`config.mk`:
```
export PLATFORM = sky130hd
export DESIGN_NAME = phys_mem_arb
export DESIGN_NICKNAME = d
export VERILOG_FILES = /design/src/rtl/phys_mem_arb.sv
export SDC_FILE = /design/constraint.sdc
export NUM_CORES = 1
export LEC_CHECK = 0
export ABC_AREA = 1
export ABC_CLOCK_PERIOD_IN_PS = 1300
export BUFFER_PORTS_ARGS = -buffer_cell sky130_fd_sc_hd__buf_4
export CAP_MARGIN = 40
export CORE_AREA = 2 2 89 91
export DETAILED_ROUTE_END_ITERATION = 7
export DIE_AREA = 0 0 91 93
export PLACE_DENSITY = 0.57
export SLEW_MARGIN = 20
export SYNTH_ARGS = -nofsm -noshare
export SYNTH_HDL_FRONTEND = slang
export SYNTH_SLANG_ARGS = --single-unit
```
`constraint.sdc`:
```
create_clock -name clk -period 1.3 [get_ports clk]
set_input_delay 0.195 -clock clk [delete_from_list [all_inputs] [get_ports clk]]
set_output_delay 0.195 -clock clk [all_outputs]
set_load 0.01 [all_outputs]
```
`src/rtl/phys_mem_arb.sv`:
```
// Two-port physical memory arbiter: fetch and data share one fixed-latency memory.
// Optional fetch starvation guard enabled by defining PHYS_ARB_STARVE_GUARD_EN.
module phys_mem_arb #(
    parameter int ADDR_W     = 18,
    parameter int DATA_W     = 32,
    parameter int MEM_LAT    = 2,
    parameter int STARVE_MAX = 3
) (
    input  logic              clk,
    input  logic              rst,
    input  logic              clk_en,
    input  logic              f_req,
    input  logic [ADDR_W-1:0] f_addr,
    output logic              f_ready,
    output logic              f_rvalid,
    output logic [DATA_W-1:0] f_rdata,
    input  logic              d_req,
    input  logic [3:0]        d_we,
    input  logic [ADDR_W-1:0] d_addr,
    input  logic [DATA_W-1:0] d_wdata,
    output logic              d_ready,
    output logic              d_rvalid,
    output logic [DATA_W-1:0] d_rdata,
    output logic              m_en,
    output logic [3:0]        m_we,
    output logic [ADDR_W-1:0] m_addr,
    output logic [DATA_W-1:0] m_wdata,
    input  logic [DATA_W-1:0] m_rdata
);

    logic               grant_f;
    logic               grant_d;
    logic               force_f;
    logic               rd_new;
    logic [MEM_LAT-1:0] pipe_vld;
    logic [MEM_LAT-1:0] pipe_port;

`ifdef PHYS_ARB_STARVE_GUARD_EN
    localparam int CNT_W = (STARVE_MAX < 1) ? 1 : $clog2(STARVE_MAX + 1);

    logic [CNT_W-1:0] starve_cnt;

    assign force_f = f_req && (starve_cnt == CNT_W'(STARVE_MAX));

    // Counts consecutive enabled cycles in which a pending fetch lost arbitration.
    always_ff @(posedge clk) begin
        if (rst) begin
            starve_cnt <= '0;
        end else if (clk_en) begin
            if (!f_req || f_ready) begin
                starve_cnt <= '0;
            end else if (starve_cnt != CNT_W'(STARVE_MAX)) begin
                starve_cnt <= starve_cnt + 1'b1;
            end
        end
    end
`else
    logic unused_starve_cfg;

    assign force_f           = 1'b0;
    assign unused_starve_cfg = ^STARVE_MAX;
`endif

    always_comb begin
        grant_d = d_req & ~force_f;
        grant_f = f_req & ~grant_d;
        f_ready = grant_f & clk_en;
        d_ready = grant_d & clk_en;
        m_en    = f_ready | d_ready;
        m_addr  = '0;
        m_we    = '0;
        m_wdata = '0;
        if (d_ready) begin
            m_addr  = d_addr;
            m_we    = d_we;
            m_wdata = d_wdata;
        end else if (f_ready) begin
            m_addr = f_addr;
        end
        rd_new = f_ready | (d_ready & (d_we == 4'b0000));
    end

    // Tag pipeline tracks which port owns each in-flight read; port bit 1 means data.
    always_ff @(posedge clk) begin
        if (rst) begin
            pipe_vld  <= '0;
            pipe_port <= '0;
        end else if (clk_en) begin
            for (int i = MEM_LAT - 1; i > 0; i--) begin
                pipe_vld[i]  <= pipe_vld[i-1];
                pipe_port[i] <= pipe_port[i-1];
            end
            pipe_vld[0]  <= rd_new;
            pipe_port[0] <= d_ready;
        end
    end

    assign f_rvalid = pipe_vld[MEM_LAT-1] & ~pipe_port[MEM_LAT-1];
    assign d_rvalid = pipe_vld[MEM_LAT-1] &  pipe_port[MEM_LAT-1];
    assign f_rdata  = m_rdata;
    assign d_rdata  = m_rdata;

endmodule
```
==> flow_metrics.tcl, run 1 <==
set metrics [dict create \
    outcome "completed" \
    cp.arrival_ps 950 \
    place_inst 393 \
    r2r_start "pipe_vld[0]" \
    fp.dieW_um 91 \
    vias 1379 \
    drt_iter0_drc 20 \
    dpl.hpwl_um 3090 \
    r2r_end "pipe_vld[0]" \
    critPathMaxStageDelay_ps 180 \
    hold_class "primary input to flop" \
    fin_cells 396 \
    p_leak_nw 1.22 \
    ant_nets 0 \
    crit_chain "buf_4 > nand2_2 > nor2_2 > buf_12 > nand2_1 > nand2_1 > buf_4" \
    clock_path_buffers 2 \
    numClockSinks 4 \
    reg2regPathDepth 4 \
    grt_start_max_net_pins 39 \
    yosysSeqAreaShare_pct 6.46 \
    maxSlewHeadroom_pct 85.1 \
    post-cts-setup-buffers 0 \
    dr.pass1.iters 2 \
    final_layout_size_suffix_gt1_share_pct 53.1 \
    drcViolationCount 0 \
    crit_type "primary input to output pin" \
    cts_resized 0 \
    timing.final.crit_period_ps 1150 \
    cap_violations 0 \
    end_kind "output pin" \
    clock_latency_ps 220 \
    die_area_sq_um 8460 \
    grt_use_total_pct 8.23 \
    drv_slew 0 \
    powerDensity_nw_per_um2 463 \
    synth_seq_cells 4 \
    post_drt_via_cell_ratio 3.48 \
    initial_utilization_pct 16.5 \
    tns_ps 0 \
    wl_um 3690 \
    postPlaceCellArea_sq_um 1870 \
    peakVddDrop_mv 0.129 \
    synth.distinct_cells 15 \
    worst_hold_path.endpoint "pipe_vld[0]" \
    die_h_um 93 \
    gp_congestion 0.615 \
    htreeDepth 1 \
    hold_violations 0 \
    r2r_slack_ps 610 \
    antenna_found_initial 0 \
    fin_nets 405 \
    cp_max_fo 19 \
    routedWlPerCell_um 9.32 \
    fmax_mhz 870 \
    grt_pass1_vias 1332 \
    rows 32 \
    hold_depth 2 \
    synth_nets 335 \
    ioPinCount 232 \
    grt_overflow 0 \
    setup-violations-final 0 \
    finClkSkew_ps 3.17 \
    postCtsHoldBufs 0 \
    port_buffers 135 \
    post-route-period-util_pct 88.4 \
    cts_root_buf "clkbuf_8" \
    coreArea_sq_um 7530 \
    grt_pass1_wl_um 5820 \
    tightestPinTransition_ps 223 \
    diodes 0 \
    syn-cell-area_sq_um 1240 \
    yosysWarnings 0 \
    cp_slowest_cell "buf_12" \
    min_from "rst" \
    cp-start-kind "primary input" \
    design_area_sq_um 1920 \
    syn_area_per_cell_sq_um 5.49 \
    clk_pin_slew_ps 30 \
    area_growth_pct 54.7 \
    syn_inst 226 \
    rsz0062_at_grt "no" \
    cts_inserted_buffers 3 \
    cts_tree "yes" \
    worst_ep_required_time_ps 1110 \
]
==> cell usage after synthesis <==
cell type	count	area, sq um
buf_4	65	488
nand2_1	59	221
inv_1	40	150
nor2_1	32	120
nor2_2	11	68.8
buf_6	4	45.0
dfxtp_1	4	80.1
a21oi_1	2	10.0
buf_2	2	10.0
nand2_2	2	12.5
a211oi_1	1	7.51
a21oi_2	1	8.76
clkbuf_1	1	3.75
inv_2	1	3.75
nand3_2	1	10.0
==> per-layer routing <==
| metal | GRT usage [%] | vias up | part of all wire [%] |
|---|---|---|---|
| li1 | - | 713 | - |
| met1 | 7.62 | 549 | 32 |
| met2 | 15.4 | 89 | 49 |
| met3 | 2.26 | 28 | 13 |
| met4 | 6.06 | 0 | 5.3 |
| met5 | 0 | - | 0 |
==> layout by cell type, fill, tap and decap left out, types with 2 or more instances in the layout <==
master / n
nand2_1: 59
a21oi_1: 2
clkbuf_8: 3
dfxtp_1: 4
buf_12: 2
nor2_2: 11
nand2_2: 2
buf_4: 135
nor2_1: 32
inv_1: 40
==> critical path: cells and delay by family <==
family                 cells  cell delay, ps
buffers and inverters      3             410
AND/OR/NAND/NOR            4             340
==> stage by stage <==
step | total power, mW | utilization, % | setup WS [ps] | hold WS (ps)
after floorplan | 0.516 | - | 428 | 257
after global placement | 0.630 | 24.9 | 114 | 384
after detailed placement | 0.637 | 24.9 | 74.7 | 389
after CTS | 0.904 | 25.4 | 75.4 | 166
after global routing | 0.958 | 25.5 | 53.2 | 162
final | 0.889 | 25.5 | 151 | 170
==> state kept, by name, indices dropped and copies added, names as in the netlist <==
register and flops:
pipe_vld 2, pipe_port 2
==> cells by family after synthesis <==
| family | Yosys count | share of synthesized area (%) |
|---|---|---|
| simple gates | 105 | 34.9 |
| buf+inv | 113 | 56.5 |
| compound gates | 4 | 2.12 |
| flops | 4 | 6.46 |
==> worst max-delay path by stage <==
stage | end | slack, ps | start | cells past startpoint
2_1_floorplan | m_addr[10] | 430 | f_req | 5
3_3_place_gp | m_addr[10] | 110 | clk_en | 6
3_5_place_dp | m_addr[4] | 70 | clk_en | 6
4_1_cts | m_addr[4] | 80 | clk_en | 6
5_1_grt | m_addr[16] | 50 | clk_en | 7
6_report | m_addr[13] | 150 | clk_en | 7
==> report_power, final <==
| part | leakage (nW) | internal, mW | switching [mW] | total, mW |
|---|---|---|---|---|
| logic | 1.17 | 0.292 | 0.204 | 0.495 |
| registers | 0.0328 | 0.130 | 0.00306 | 0.133 |
| clock network | 0.0216 | 0.197 | 0.0634 | 0.261 |
==> area by class of cell <==
class,instances,area [sq um]
clock buffer,3,41.3
fill,866,5610
inverter,41,156
multi-input combinational,109,459
sequential,4,80.1
tap,102,128
timing repair buffer,137,1050
Power figures use the tool's default switching activity.
==> run 2, diff against run 1 <==
--- a/config.mk
+++ b/config.mk
@@ -13,6 +13,7 @@
 export DETAILED_ROUTE_END_ITERATION = 7
 export DIE_AREA = 0 0 91 93
 export PLACE_DENSITY = 0.57
+export REMOVE_ABC_BUFFERS = 1
 export SLEW_MARGIN = 20
 export SYNTH_ARGS = -nofsm -noshare
 export SYNTH_HDL_FRONTEND = slang
==> flow_metrics.tcl, run 2 (synthesized netlist as in run 1, its figures left out) <==
set metrics [dict create \
    fmax_mhz 884 \
    pre_cts_slack_ps 67.7 \
    maxSlewHeadroom_pct 85.7 \
    coreArea_sq_um 7530 \
    powerDensity_nw_per_um2 469 \
    cts_root_buf "clkbuf_8" \
    clock_path_buffers 2 \
    finClkSkew_ps 2.30 \
    numClockSinks 4 \
    final_layout_size_suffix_gt1_share_pct 53.1 \
    fin_ws_ps 168 \
    drv_slew 0 \
    setup-violations-final 0 \
    cts_tree "yes" \
    ioPinCount 232 \
    drcViolationCount 0 \
    grt_use_total_pct 17.8 \
    htreeDepth 1 \
    rows 32 \
    peakVddDrop_mv 0.192 \
    clk_pin_slew_ps 30 \
    place_inst 393 \
    port_buffers 135 \
    drt_iter0_drc 32 \
    cp_max_fo 20 \
    post_drt_via_cell_ratio 3.98 \
    dr.pass1.iters 4 \
    rsz0062_at_grt "no" \
    grt_start_max_net_pins 39 \
    timing.final.crit_period_ps 1130 \
    grt_pass1_wl_um 10700 \
    power.total_uw 900 \
    cp-start-kind "primary input" \
    clock_latency_ps 220 \
    diodes 0 \
    hold_class "primary input to flop" \
    worst_ep_required_time_ps 1110 \
    final_common_cell "buf_4" \
    dpl.hpwl_um 6950 \
    postCtsHoldBufs 0 \
    grt_pass1_vias 1489 \
    fin_cells 396 \
    initial_utilization_pct 16.5 \
    post-route-period-util_pct 87.0 \
    cap_violations 0 \
    fp.dieW_um 91 \
    wl_um 7880 \
    final_cell_mix "buf_4 (135), nand2_1 (59), inv_1 (40)" \
    cts_inserted_buffers 3 \
    cp.arrival_ps 940 \
    vias 1576 \
    crit_type "primary input to output pin" \
    p_leak_nw 1.22 \
    grt_overflow 0 \
    fin_worst_hold_slack_ps 164 \
    reg_top3 "pipe_port x2, pipe_vld x2" \
    die_h_um 93 \
    ant_nets 0 \
    die_area_sq_um 8460 \
    outcome "completed" \
    tightestPinTransition_ps 214 \
    hold_violations 0 \
    end_kind "output pin" \
    antenna_found_initial 0 \
    area_growth_pct 54.7 \
    fin_nets 405 \
    gp_congestion 0.741 \
    routedWlPerCell_um 19.9 \
]
run 2: final timing paths:
check	end	slack, ps	cells past startpoint	startpoint
worst max-delay path	m_addr[13]	170	7	clk_en
worst min-delay path	pipe_vld[0]	160	2	rst
worst max register to register	pipe_vld[0]	620	4	pipe_vld[0]
worst min register to register	pipe_port[1]	460	2	pipe_port[0]
run 2: timing repair:
| item | in CTS | in global routing |
|---|---|---|
| resized for setup | 0 | 2 |
| endpoints found under the hold margin | 0 | 0 |
| setup buffers | 0 | 0 |
| setup endpoints to repair | 0 | 3 |
run 2: metrics by stage:
| stage | cell area (sq um) | util, % | setup TNS (ps) |
|---|---|---|---|
| global placement | 1870 | 24.9 | 0 |
| global route | 1920 | 25.5 | 0 |
| detailed placement | 1870 | 24.9 | 0 |
| CTS | 1920 | 25.4 | 0 |
| floorplan | 693 | - | -192 |
| finish | 1920 | 25.5 | 0 |
run 2: power by group:
part / internal, mW / total, mW / switching [mW]
registers: 0.130 / 0.133 / 0.00319
logic: 0.292 / 0.508 / 0.216
clock network: 0.197 / 0.259 / 0.0615
total: 0.619 / 0.900 / 0.281
run 2: area by class of cell:
cell class	instances	area, sq um
fillers	888	5610
well taps	102	128
inverters	41	156
repair buffers	137	1050
flip-flops and latches	4	80.1
multi-input cells	109	459
clock buffers	3	41.3
run 2: critical path, cell delays in order:
cell,delay [ps]
buf_4,120
nand2_2,60
nor2_2,130
buf_12,160
nand2_1,80
nand2_1,60
buf_4,110
run 2: metal layers:
metal | up-vias | GRT usage (%) | share of wire [%] | wire length, um
met2 | 228 | 23.9 | 37 | 2900
met3 | 16 | 20.9 | 27 | 2130
met1 | 618 | 16.5 | 33 | 2560
met5 | - | 11.5 | 1.4 | 109
met4 | 4 | 4.80 | 2.2 | 177
li1 | 710 | - | - | -
